File: src/rtl/alarm_pkg.sv
// Shared widths, limits and encodings for the alarm clock user-side set controller.
package alarm_pkg;

  localparam int unsigned HOUR_W   = 5;
  localparam int unsigned MIN_W    = 6;
  localparam int unsigned SUM_W    = MIN_W + 1;
  localparam int unsigned RING_W   = 8;
  localparam int unsigned MAX_HOUR = 23;
  localparam int unsigned MAX_MIN  = 59;

  typedef enum logic [1:0] {
    IDLE       = 2'd0,
    EDIT_TIME  = 2'd1,
    EDIT_ALARM = 2'd2,
    COMMIT     = 2'd3
  } edit_state_e;

  typedef enum logic {
    TGT_TIME  = 1'b0,
    TGT_ALARM = 1'b1
  } commit_tgt_e;

  typedef struct packed {
    logic mode;
    logic hour;
    logic min;
    logic set;
    logic stop;
  } btn_t;

endpackage

File: src/rtl/bcd_split.sv
// Binary 0..59 to two BCD digits (tens, units); shared by the hour and minute paths.
module bcd_split
  import alarm_pkg::*;
(
  input  logic [MIN_W-1:0] bin,
  output logic [3:0]       tens_c,
  output logic [3:0]       units_c
);

  always_comb begin
    tens_c  = 4'(bin / MIN_W'(10));
    units_c = 4'(bin % MIN_W'(10));
  end

endmodule

File: src/rtl/alarm_set_ctrl.sv
// Button-driven time/alarm set controller and ring supervisor for the 1 Hz alarm clock.
// Optional snooze on mode-press while ringing is built when SNOOZE_EN is defined.
module alarm_set_ctrl
  import alarm_pkg::*;
#(
  parameter int unsigned RING_TIMEOUT = 60
`ifdef SNOOZE_EN
  , parameter int unsigned SNOOZE_MIN = 5
`endif
) (
  input  logic       clock_1s,
  input  logic       reset,
  input  logic       btn_mode,
  input  logic       btn_hour,
  input  logic       btn_min,
  input  logic       btn_set,
  input  logic       btn_stop,
  input  logic       alarm_en_sw,
  input  logic       Alarm,
  input  logic [1:0] cur_hour1,
  input  logic [3:0] cur_hour0,
  input  logic [3:0] cur_min1,
  input  logic [3:0] cur_min0,
  output logic [1:0] hour_in1,
  output logic [3:0] hour_in0,
  output logic [3:0] minute_in1,
  output logic [3:0] minute_in0,
  output logic       load_time,
  output logic       load_alarm,
  output logic       STOP_alarm,
  output logic       Alarm_ON,
  output logic [1:0] edit_state
);

  edit_state_e       state_q, state_d;
  btn_t              btn_now, btn_prev_q, btn_edge;
  logic [HOUR_W-1:0] edit_hour_q, edit_hour_d, shadow_hour_q, shadow_hour_d;
  logic [MIN_W-1:0]  edit_min_q, edit_min_d, shadow_min_q, shadow_min_d;
  logic              armed_q, armed_d;
  logic              load_time_d, load_alarm_d, stop_d, dig_load;
  logic [HOUR_W-1:0] split_hour, cur_hour_bin;
  logic [MIN_W-1:0]  split_min, cur_min_bin;
  logic [3:0]        h_tens_c, h_units_c, m_tens_c, m_units_c;
  logic [RING_W-1:0] ring_cnt_q;
  logic              ring_hit;
  commit_tgt_e       tgt;

  assign btn_now  = '{mode: btn_mode, hour: btn_hour, min: btn_min, set: btn_set, stop: btn_stop};
  assign btn_edge = btn_t'(btn_now & ~btn_prev_q);

  assign cur_hour_bin = HOUR_W'(cur_hour1) * HOUR_W'(10) + HOUR_W'(cur_hour0);
  assign cur_min_bin  = MIN_W'(cur_min1) * MIN_W'(10) + MIN_W'(cur_min0);

  assign ring_hit   = Alarm && (ring_cnt_q == RING_W'(RING_TIMEOUT - 2));
  assign edit_state = state_q;

`ifdef SNOOZE_EN
  logic [SUM_W-1:0]  snz_sum;
  logic [HOUR_W-1:0] snz_hour;
  logic [MIN_W-1:0]  snz_min;
  logic              snooze_stop;

  // Current time plus snooze interval, carrying minutes into hours and wrapping at midnight.
  always_comb begin
    snz_sum  = SUM_W'(cur_min_bin) + SUM_W'(SNOOZE_MIN);
    snz_hour = cur_hour_bin;
    snz_min  = MIN_W'(snz_sum);
    if (snz_sum > SUM_W'(MAX_MIN)) begin
      snz_min  = MIN_W'(snz_sum - SUM_W'(MAX_MIN + 1));
      snz_hour = (cur_hour_bin == HOUR_W'(MAX_HOUR)) ? '0 : cur_hour_bin + HOUR_W'(1);
    end
  end
`endif

  // Edit FSM: within an edit state set outranks mode, and both outrank digit increments.
  always_comb begin
    state_d       = state_q;
    edit_hour_d   = edit_hour_q;
    edit_min_d    = edit_min_q;
    shadow_hour_d = shadow_hour_q;
    shadow_min_d  = shadow_min_q;
    armed_d       = armed_q;
    load_time_d   = 1'b0;
    load_alarm_d  = 1'b0;
    dig_load      = 1'b0;
    split_hour    = edit_hour_q;
    split_min     = edit_min_q;
    tgt           = TGT_TIME;
`ifdef SNOOZE_EN
    snooze_stop   = 1'b0;
`endif
    case (state_q)
      IDLE: begin
        if (btn_edge.mode) begin
`ifdef SNOOZE_EN
          if (Alarm) begin
            snooze_stop  = 1'b1;
            load_alarm_d = 1'b1;
            dig_load     = 1'b1;
            split_hour   = snz_hour;
            split_min    = snz_min;
          end else begin
            state_d     = EDIT_TIME;
            edit_hour_d = cur_hour_bin;
            edit_min_d  = cur_min_bin;
          end
`else
          state_d     = EDIT_TIME;
          edit_hour_d = cur_hour_bin;
          edit_min_d  = cur_min_bin;
`endif
        end
      end
      EDIT_TIME, EDIT_ALARM: begin
        tgt = (state_q == EDIT_TIME) ? TGT_TIME : TGT_ALARM;
        if (btn_edge.set) begin
          state_d  = COMMIT;
          dig_load = 1'b1;
          if (tgt == TGT_TIME) begin
            load_time_d = 1'b1;
          end else begin
            load_alarm_d  = 1'b1;
            shadow_hour_d = edit_hour_q;
            shadow_min_d  = edit_min_q;
            armed_d       = 1'b1;
          end
        end else if (btn_edge.mode) begin
          if (tgt == TGT_TIME) begin
            state_d     = EDIT_ALARM;
            edit_hour_d = shadow_hour_q;
            edit_min_d  = shadow_min_q;
          end else begin
            state_d = IDLE;
          end
        end else begin
          if (btn_edge.hour) begin
            edit_hour_d = (edit_hour_q == HOUR_W'(MAX_HOUR)) ? '0 : edit_hour_q + HOUR_W'(1);
          end
          if (btn_edge.min) begin
            edit_min_d = (edit_min_q == MIN_W'(MAX_MIN)) ? '0 : edit_min_q + MIN_W'(1);
          end
        end
      end
      COMMIT:  state_d = IDLE;
      default: state_d = IDLE;
    endcase
  end

  // Manual and timeout stops merge into one pulse.
  always_comb begin
    stop_d = Alarm & (btn_edge.stop | ring_hit);
`ifdef SNOOZE_EN
    stop_d = stop_d | snooze_stop;
`endif
  end

  bcd_split u_hour_split (
    .bin     (MIN_W'(split_hour)),
    .tens_c  (h_tens_c),
    .units_c (h_units_c)
  );

  bcd_split u_min_split (
    .bin     (split_min),
    .tens_c  (m_tens_c),
    .units_c (m_units_c)
  );

  always_ff @(posedge clock_1s or posedge reset) begin
    if (reset) begin
      state_q       <= IDLE;
      btn_prev_q    <= '0;
      edit_hour_q   <= '0;
      edit_min_q    <= '0;
      shadow_hour_q <= '0;
      shadow_min_q  <= '0;
      armed_q       <= 1'b0;
      ring_cnt_q    <= '0;
      load_time     <= 1'b0;
      load_alarm    <= 1'b0;
      STOP_alarm    <= 1'b0;
      Alarm_ON      <= 1'b0;
      hour_in1      <= '0;
      hour_in0      <= '0;
      minute_in1    <= '0;
      minute_in0    <= '0;
    end else begin
      state_q       <= state_d;
      btn_prev_q    <= btn_now;
      edit_hour_q   <= edit_hour_d;
      edit_min_q    <= edit_min_d;
      shadow_hour_q <= shadow_hour_d;
      shadow_min_q  <= shadow_min_d;
      armed_q       <= armed_d;
      load_time     <= load_time_d;
      load_alarm    <= load_alarm_d;
      STOP_alarm    <= stop_d;
      Alarm_ON      <= armed_q & alarm_en_sw;
      if (!Alarm) begin
        ring_cnt_q <= '0;
      end else if (ring_cnt_q != RING_W'(RING_TIMEOUT)) begin
        ring_cnt_q <= ring_cnt_q + RING_W'(1);
      end
      if (dig_load) begin
        hour_in1   <= 2'(h_tens_c);
        hour_in0   <= h_units_c;
        minute_in1 <= m_tens_c;
        minute_in0 <= m_units_c;
      end
    end
  end

endmodule

File: config.mk
export PLATFORM = sky130hd
export DESIGN_NAME = alarm_set_ctrl
export DESIGN_NICKNAME = d
export VERILOG_FILES = /design/src/rtl/alarm_pkg.sv /design/src/rtl/bcd_split.sv /design/src/rtl/alarm_set_ctrl.sv
export SDC_FILE = /design/constraint.sdc
export NUM_CORES = 1
export LEC_CHECK = 0
export BUFFER_PORTS_ARGS = -buffer_cell sky130_fd_sc_hd__buf_4
export CAP_MARGIN = 25
export CORE_MARGIN = 5
export CORE_UTILIZATION = 39
export DETAILED_ROUTE_END_ITERATION = 16
export GPL_ROUTABILITY_DRIVEN = 0
export GPL_TIMING_DRIVEN = 1
export HOLD_SLACK_MARGIN = 0.02
export SLEW_MARGIN = 20
export SYNTH_ARGS = -nofsm -noshare
export SYNTH_HDL_FRONTEND = slang
export SYNTH_SLANG_ARGS = --single-unit
File: constraint.sdc
create_clock -name clock_1s -period 2.9 [get_ports clock_1s]
set_input_delay 0.29 -clock clock_1s [delete_from_list [all_inputs] [get_ports clock_1s]]
set_output_delay 0.29 -clock clock_1s [all_outputs]
set_load 0.02 [all_outputs]
==> results of run 1 <==
## worst max-delay path: cells and delay by family, from the launching register on
| kind | cells | cell delay (ns) |
|---|---|---|
| adder cells (fa/ha/maj) | 1 | 0.65 |
| multiplexers | 1 | 0.17 |
| buffers and inverters | 2 | 0.24 |
| flip-flops | 1 | 0.43 |
| AND/OR/NAND/NOR | 1 | 0.32 |
| AO/OA/AOI/OAI | 2 | 0.44 |
## layer usage
layer  global-route usage, %  wire length [um]
met5                       0                 0
met4                    3.33                75
met3                    2.55               289
met2                    22.3              3440
met1                    18.3              3580
## layout make-up
cell class	instances	area [sq um]
fillers	844	4730
multi-input cells	257	1890
flip-flops and latches	55	1380
repair buffers	51	383
well taps	108	135
inverters	21	78.8
clock buffers	6	72.6
clock inverters	2	12.5
## power breakdown
part / internal [mW] / switching (mW)
sequential: 1.03 / 0.275
combinational: 0.963 / 1.15
clock: 0.170 / 0.256
total: 2.16 / 1.68
## metrics by stage
stage	std cells	setup WS, ns	cell area [sq um]
global placement	492	0.730	3860
detailed placement	492	0.625	3860
finish	500	0.580	3950
CTS	500	0.602	3950
global route	500	0.281	3950
floorplan	354	0.724	3440
## final timing paths
kind | startpoint | endpoint | slack (ns) | depth (start not counted)
hold reg to reg | armed_q | armed_q | 0.47 | 1
hold / removal | btn_stop | btn_prev_q[0] | 0.09 | 1
max in group asynchronous | reset | hour_in1[1] | 2.26 | 3
setup reg to reg | edit_state[0] | edit_min_q[0] | 0.58 | 7
setup / recovery | edit_state[0] | edit_min_q[0] | 0.58 | 7
min in group asynchronous | reset | armed_q | 0.15 | 3
## placed cells by master, fill, tap and decap left out, types with 3 or more instances in the layout
cell type  synthesis  routed
xor2_1             4       4
nand2_1           28      28
and3_1             5       5
nor2_1            17      17
dfrtp_1           55      55
nand4_1            5       5
o21ai_0           34      34
clkbuf_8           0       5
o211ai_1           3       3
o221ai_1           4       4
inv_1             18      17
inv_2              2       3
xnor2_1            9       9
nand3_1            3       3
nor3b_1            4       4
mux2_2            17      17
nor2b_1            6       6
a22o_1             4       4
buf_4              1      51
a31oi_1            6       6
ha_1              24      24
and2_1             9       9
nand2b_1           5       5
a21boi_0           3       3
a21oi_1           13      13
a21o_1             5       5
mux2i_1            7       7
## state kept, by name (all words and copies together), names as in the netlist, 2 cells and up
name           cells
btn_prev_q         5
edit_hour_q        5
edit_min_q         6
edit_state         2
hour_in0           4
hour_in1           2
minute_in0         4
minute_in1         3
ring_cnt_q         8
shadow_hour_q      5
shadow_min_q       6
## logic make-up (layout without fill, tap and decap cells)
family          Yosys count  count (layout)
simple gates             98              98
mux                      24              24
flops                    55              55
xor+xnor                 13              13
buf+inv                  42              80
other cells               1               1
compound gates           95              95
fa+ha+maj                26              26
==> summary.md, run 1 <==
| Metric | Value |
|---|---|
| DRT antenna net count | `0` |
| Hold buffers post-CTS | `0` |
| Share of the synthesized area in the top cell type | `40.0%` |
| IO buf count | `41` |
| Part of the cycle the worst path needs | `80.0%` |
| Max Cap Viol | `0` |
| IO Pins | `43` |
| Critical path class | `register to register` |
| Post-CTS Setup Bufs | `0` |
| # setup viols final | `0` |
| Simple-gate share of the synthesized area | `15.9%` |
| Wire length per cell | `14.8 um` |
| Most used flip-flop cell after synthesis | `dfrtp_1` |
| Post-DP HPWL | `5300 um` |
| Cts repair resizes | `0` |
| TritonCTS Buffers | `5` |
| Max Clk Rate | `0.431 GHz` |
| Fin. Hold Viols | `0` |
| Post-synthesis compound-gate area fraction | `18.1%` |
| CP Capture Type | `register` |
| Unique cell type count in the Yosys netlist | `61` |
| Clock Root Buffer | `clkbuf_8` |
| Area growth syn-to-layout | `14.7%` |
| N_diodes | `0` |
| CTS clk-pin slew, worst paths | `0.10 ns` |
| Leak pwr | `1.83 nW` |
| Layout net count | `440` |
| Mapped Area | `3440 sq um` |
| Vias | `2678` |
| Total power after layout | `3.84 mW` |
| Vias per inst | `5.36` |
| Total track usage | `13.5%` |
| RSZ-0062 raised after global routing | `no` |
| Initial Utilization | `39.7%` |
| Relative slew margins | `52.6%` |
| H-tree levels | `2` |
| Leading post-synthesis cells by cell area | `dfrtp_1 40%, ha_1 8.7%, mux2_2 5.6%` |
| Most used standard cell by instance count after synthesis | `dfrtp_1` |
| Adder-cell share of the synthesized area | `9.89%` |
| Drt first-iter violations | `117` |
| Period minus WS final | `2.32 ns` |
| Worst EP arrival | `2.58 ns` |
| CP startpoint kind | `register` |
| Async set-reset flop share out of synthesis | `100%` |
| Setup Skew | `0.00841 ns` |
| Sequential fraction of the synthesis area | `40.0%` |
| Commonest cells post-synth | `55 x dfrtp_1, 34 x o21ai_0, 28 x nand2_1` |
| Clock sinks | `55` |
| Clk_lat worst skew | `0.31 ns` |
| CTS tree | `yes` |
| Pin count of the biggest net entering global routing | `56` |
| Post-Synth XOR/XNOR Area | `3.31%` |
| Worst-Margin Slew | `0.712 ns` |
| Power density cells | `973 nW/um^2` |
| Fin Hold WS | `0.0897 ns` |
| Final Core Density | `45.5%` |
| Pre-Repair DR Iteration Count | `5` |
| Peak VDD IR | `0.304 mV` |
| Mux share of post-synthesis cell area | `7.60%` |
| Die Area | `10800 sq um` |
| Layout cells sized above 1 | `21.7%` |
| Row count | `34` |
| CP required | `3.16 ns` |
| Syn_area_per_cell | `9.72 sq um` |
| Synth warn | `0` |
| Syn Nets | `403` |
| Largest area contributor in the netlist | `dfrtp_1` |
| DRC | `0` |
| CORE AREA | `8680 sq um` |
| Crit-path cells | `inv_1 -> ha_1 -> clkinv_1 -> nor2_1 -> o21ai_0 -> o221ai_1 -> mux2_2` |
| Vias in the first global route | `2607` |
| Vert. Die Dim | `104 um` |
| CP peak stage delay | `0.65 ns` |
| Max Transition Viols Final | `0` |
| Largest family of logic cells by synthesized area | `compound AO/OA/AOI/OAI gates` |
| Hold Crit Class | `primary input to register` |
| Detailed-route wire length | `7390 um` |
| CP max stage cell | `ha_1` |
| Initial antenna violation count | `0` |
| CTS max path bufs | `2` |
| Synth Register Bits | `55` |
| Setup_tns | `0 ns` |
| Critical path peak fanout | `19` |
| Post-synth EDFFs | `0` |
| First-pass GRT wire length | `12500 um` |
| Die width | `104 um` |
| Post-Syn Instances | `354` |
| Outcome | `finished clean` |
| GRT overflow | `0` |
(Power assumes the default switching activity.)
==> inputs of run 2 (changes only) <==
==> constraint.sdc (replaced) <==
create_clock -name clock_1s -period 1.9 [get_ports clock_1s]
set_input_delay 0.19 -clock clock_1s [delete_from_list [all_inputs] [get_ports clock_1s]]
set_output_delay 0.19 -clock clock_1s [all_outputs]
set_load 0.02 [all_outputs]
==> run 2 against run 1 <==
Against the previous run:
- the flow now finishes with violations (setup timing)
- cell count up 5.2%
- critical path depth unchanged
- cell area rose by 8.2%
- setup slack got worse by 0.69 ns
- non-clock buffer count up 26
- largest power group unchanged
==> summary.md, run 2 (synthesis results as in run 1) <==
| Metric | Value |
|---|---|
| Vias in the first global route | `2694` |
| Fin Hold WS | `0.0833 ns` |
| Max Clk Rate | `0.498 GHz` |
| Area growth syn-to-layout | `24.1%` |
| Critical path class | `register to register` |
| Final Core Density | `49.2%` |
| Clock Root Buffer | `clkbuf_8` |
| Pre-Repair DR Iteration Count | `4` |
| CTS clk-pin slew, worst paths | `0.10 ns` |
| Commonest non-fill, non-tap cell in the layout | `buf_4` |
| IO Pins | `43` |
| Row count | `34` |
| CP required | `2.14 ns` |
| Critical path peak fanout | `5` |
| Setup Skew | `0.00721 ns` |
| PnR worst setup slack | `-0.108 ns` |
| CP startpoint kind | `register` |
| GRT overflow | `0` |
| Pin count of the biggest net entering global routing | `36` |
| Die Area | `10800 sq um` |
| TritonCTS Buffers | `5` |
| Cell count after placement | `509` |
| Post-route insts no fill | `526` |
| Top Registers | `ring_cnt_q: 8 flops, edit_min_q: 6 flops, shadow_min_q: 6 flops` |
| Max Cap Viol | `0` |
| Power density cells | `1510 nW/um^2` |
| Most frequent cells in the layout | `68 x buf_4, 54 x dfrtp_1, 30 x o21ai_0, 28 x nand2_1, 20 x ha_1` |
| Hold Crit Class | `primary input to register` |
| Wire length per cell | `13.8 um` |
| Die width | `104 um` |
| N_diodes | `0` |
| DRT antenna net count | `0` |
| Fill cell total of the finished layout | `839` |
| Worst EP arrival | `2.25 ns` |
| CTS tree | `yes` |
| Leak pwr | `1.99 nW` |
| Initial antenna violation count | `0` |
| CP Capture Type | `register` |
| IO buf count | `41` |
| Drt first-iter violations | `135` |
| First-pass GRT wire length | `12500 um` |
| DRC | `0` |
| Clock sinks | `55` |
| Vert. Die Dim | `104 um` |
| Vias | `2757` |
| CTS max path bufs | `2` |
| Clk_lat worst skew | `0.31 ns` |
| Max Transition Viols Final | `0` |
| Largest Register | `ring_cnt_q` |
| Vias per inst | `5.24` |
| Layout net count | `466` |
| Detailed-route wire length | `7280 um` |
| Outcome | `finished with violations` |
| # setup viols final | `2` |
| Dpl ws | `-0.106 ns` |
| Period minus WS final | `2.01 ns` |
| Fin. Hold Viols | `0` |
| Setup_tns | `-0.205 ns` |
| Post-DP HPWL | `5540 um` |
| Layout cells sized above 1 | `28.0%` |
| Initial Utilization | `39.7%` |
| CORE AREA | `8680 sq um` |
| Part of the cycle the worst path needs | `106%` |
| Flip-flop count of the largest register after layout | `8` |
| Total track usage | `13.5%` |
| Failing checks | `setup timing` |
| Peak VDD IR | `0.620 mV` |
| H-tree levels | `2` |
| RSZ-0062 raised after global routing | `yes` |
run 2: cell types whose count changed in the layout (fill, tap and decap cells not counted), sizes merged:
cell	before	now
clkbuf	6	7
clkinvlp	1	0
clkinv	2	1
buf	51	71
inv	20	21
dlygate4sd3	0	6
run 2: metal layers:
layer / up-vias / wire length, um / global-route usage (%)
li1: 1392 / - / -
met1: 1308 / 3430 / 18.4
met2: 51 / 3490 / 22.2
met3: 6 / 319 / 2.73
met4: 0 / 31 / 2.96
met5: - / 0 / 0
run 2: path summary, 6_finish.rpt:
path                       cells after the start  slack, ns          start            end
max reg2reg                                    7      -0.11  edit_min_q[3]  minute_in0[2]
min in group asynchronous                      3       0.44          reset  btn_prev_q[1]
max in group asynchronous                      4       0.92          reset  minute_in0[3]
min reg2reg                                    1       0.48        armed_q        armed_q
max                                            7      -0.11  edit_min_q[3]  minute_in0[2]
min                                            2       0.08    alarm_en_sw       Alarm_ON
run 2: timing repair:
item | 4_1_cts | 5_1_grt
resized for setup | 3 | 10
hold buffers | 6 | 0
gates cloned | 0 | 0
buffers inserted | 2 | 1
hold endpoints to repair | 25 | 0
pin swaps | 1 | 2
setup endpoints to repair | 2 | 13
run 2: worst max-delay path: stages (launching register included):
cell	delay, ns
dfrtp_1	0.40
inv_2	0.08
ha_4	0.21
and2b_4	0.17
o211a_1	0.21
a221o_1	0.32
or4b_1	0.48
nand3_1	0.08
run 2: cell type report:
type | instances | area [sq um] | area share [%]
Multi-Input combinational cell | 257 | 1960 | 46.0
Clock buffer | 7 | 86.3 | 2.02
Clock inverter | 1 | 8.76 | 0.205
Inverter | 21 | 78.8 | 1.84
Sequential cell | 55 | 1380 | 32.2
Timing Repair Buffer | 77 | 622 | 14.6
Tap cell | 108 | 135 | 3.16
run 2: where the power goes:
| part | leakage, nW | total, mW | internal (mW) | switching (mW) |
|---|---|---|---|---|
| Combinational | 1.25 | 3.87 | 1.90 | 1.96 |
| Sequential | 0.686 | 1.91 | 1.57 | 0.338 |
| Clock | 0.0489 | 0.684 | 0.302 | 0.382 |
run 2: through the flow:
stage / power [mW] / instance area, sq um
2_1_floorplan: 4.40 / 3480
3_3_place_gp: 5.52 / 4050
3_5_place_dp: 5.60 / 4050
4_1_cts: 6.38 / 4230
5_1_grt: 7.01 / 4270
6_report: 6.46 / 4270
==> inputs of run 3 (changes only) <==
--- a/config.mk
+++ b/config.mk
@@ -5,7 +5,7 @@
 export SDC_FILE = /design/constraint.sdc
 export NUM_CORES = 1
 export LEC_CHECK = 0
-export BUFFER_PORTS_ARGS = -buffer_cell sky130_fd_sc_hd__buf_4
+export BUFFER_PORTS_ARGS = -buffer_cell sky130_fd_sc_hd__buf_2
 export CAP_MARGIN = 25
 export CORE_MARGIN = 5
 export CORE_UTILIZATION = 39
==> run 3 against run 2 <==
Against the previous run:
- the flow still finishes with violations (setup timing)
- count of clock-buffer cells in the layout is the same
- total power grew 3.6%
- utilization shrank 0.36 points
- cell count grew 1.5%
- combinational power grew 5.4%
- sequential share of layout area grew 0.24 points
- sequential power is essentially flat
- fmax shrank 0.74%
- hold slack lost 0.00066 ns
- critical path type unchanged
- largest cell class unchanged
==> summary.md, run 3 (synthesis results as in run 1) <==
| Metric | Value |
|---|---|
| CP peak stage delay | `0.48 ns` |
| Dpl ws | `-0.105 ns` |
| N_diodes | `0` |
| Layout cells sized above 1 | `29.6%` |
| Hold Path Sink | `Alarm_ON` |
| Hold Crit Class | `primary input to register` |
| Critical path's top delay family | `compound AO/OA/AOI/OAI gates` |
| R2R Path End | `minute_in0[3]` |
| Commonest non-fill, non-tap cell in the layout | `dfrtp_1` |
| Layout net count | `474` |
| DRC | `0` |
| Top Registers | `ring_cnt_q: 8 flops, edit_min_q: 6 flops, shadow_min_q: 6 flops` |
| Fin. Hold Viols | `0` |
| Total power after layout | `6.69 mW` |
| Crit-path cells | `inv_2 -> ha_4 -> and4b_2 -> o21ai_2 -> and3_4 -> ha_4 -> o41a_4 -> o31ai_2` |
| Worst Path Buf+Inv | `1` |
| Leak pwr | `2.01 nW` |
| Cell count after placement | `511` |
| Worst R2R Setup Slack | `-0.12 ns` |
| CTS clk-pin slew, worst paths | `0.10 ns` |
| Met1 usage | `19.8%` |
| Area growth syn-to-layout | `23.2%` |
| Failing checks | `setup timing` |
| Wire length per cell | `14.4 um` |
| CP Capture Type | `register` |
| CP Depth | `8` |
| Max Cap Viol | `0` |
| Detailed-route wire length | `7670 um` |
| Initial antenna violation count | `0` |
| Row count | `34` |
| Met3 usage | `2.73%` |
| CTS tree | `yes` |
| Vias | `2794` |
| CORE AREA | `8680 sq um` |
| Vias per inst | `5.23` |
| CP max stage cell | `o41a_4` |
| Pre-Repair DR Iteration Count | `6` |
| Peak VDD IR | `0.798 mV` |
| PnR worst setup slack | `-0.123 ns` |
| Most frequent cells in the layout | `54 x dfrtp_1, 41 x buf_2, 34 x buf_4, 31 x o21ai_0, 28 x nand2_1` |
| DP Area | `3960 sq um` |
| # setup viols final | `2` |
| R2R cell count | `8` |
| Outcome | `finished with violations` |
| Hold Crit Depth | `2` |
| DRT antenna net count | `0` |
| CP startpoint kind | `register` |
| Worst EP arrival | `2.24 ns` |
| IO Pins | `43` |
| Cell with the most instances on the worst path | `ha_4` |
| Clock Root Buffer | `clkbuf_8` |
| CP required | `2.12 ns` |
| Largest Register | `ring_cnt_q` |
| Vert. Die Dim | `104 um` |
| H-tree levels | `2` |
| Die Area | `10800 sq um` |
| Drt first-iter violations | `133` |
| TritonCTS Buffers | `5` |
| Launching point of the worst reg2reg path | `edit_min_q[3]` |
| Initial Utilization | `39.7%` |
| Max Transition Viols Final | `0` |
| Flip-flop count of the largest register after layout | `8` |
| GRT overflow | `0` |
| Die width | `104 um` |
| CTS max path bufs | `2` |
| Post-route insts no fill | `534` |
| RSZ-0062 raised after global routing | `yes` |
| Worst-Margin Slew | `0.509 ns` |
| Post-DP HPWL | `5510 um` |
| GRT Max-Usage Layer | `met2` |
| Hold path start | `alarm_en_sw` |
| Critical path peak fanout | `5` |
| Clk_lat worst skew | `0.31 ns` |
| Clock sinks | `55` |
| Part of the cycle the worst path needs | `106%` |
| Period minus WS final | `2.02 ns` |
| Setup Skew | `0.00652 ns` |
| Total track usage | `14.1%` |
| Max Clk Rate | `0.494 GHz` |
| First-pass GRT wire length | `12800 um` |
| Relative slew margins | `66.1%` |
| Power density cells | `1580 nW/um^2` |
| Vias in the first global route | `2668` |
| IO buf count | `41` |
| Pin count of the biggest net entering global routing | `56` |
| Critical path class | `register to register` |
| Final instance area | `4240 sq um` |
| Met2 usage | `21.6%` |
[run 3: how the worst max path moves through the flow]
stage | start | to | slack, ns
after detailed placement | edit_min_q[4] | minute_in0[3] | -0.11
after global routing | edit_min_q[4] | minute_in0[2] | -0.18
final | edit_min_q[3] | minute_in0[3] | -0.12
after floorplan | edit_min_q[3] | minute_in0[3] | -0.15
after global placement | edit_min_q[4] | minute_in0[3] | -0.07
after CTS | edit_min_q[3] | minute_in0[3] | -0.12
[run 3: layout make-up]
class / count / area (sq um)
clock buffers: 7 / 86.3
flip-flops and latches: 55 / 1380
multi-input cells: 257 / 1970
clock inverters: 1 / 8.76
well taps: 108 / 135
repair buffers: 85 / 583
fillers: 813 / 4440
inverters: 21 / 78.8
[run 3: metrics by stage]
step	hold WS, ns	setup TNS (ns)	util (%)
floorplan	0.221	-0.273	-
finish	0.0827	-0.232	48.9
global route	0.0865	-0.361	48.9
CTS	0.0783	-0.408	47.6
detailed placement	0.268	-0.184	45.6
global placement	0.263	-0.105	45.6
[run 3: repair_timing]
item / 4_1_cts / 5_1_grt
endpoints found under the hold margin: 60 / 0
gates resized for setup: 2 / 13
hold buffers: 6 / 0
pin swaps: 4 / 6
endpoints found under the setup margin: 3 / 11
buffers inserted: 2 / 7
[run 3: metal layers]
| layer | up-vias | part of all wire, % |
|---|---|---|
| met5 | - | 0 |
| met4 | 0 | 1.9 |
| met3 | 11 | 3.8 |
| met2 | 59 | 45 |
| met1 | 1316 | 49 |
| li1 | 1408 | - |
[run 3: worst reg2reg max path, cell delays in order (launching register included)]
cell	delay (ns)
dfrtp_1	0.38
inv_2	0.06
ha_4	0.28
and4b_2	0.25
o21ai_2	0.06
and3_4	0.22
ha_4	0.16
o41a_4	0.48
o31ai_2	0.06
[run 3: power by group]
part,switching (mW),leakage [nW],internal (mW)
Sequential,0.354,0.686,1.57
Combinational,2.05,1.27,2.02
Clock,0.389,0.0484,0.300
Total,2.80,2.01,3.89
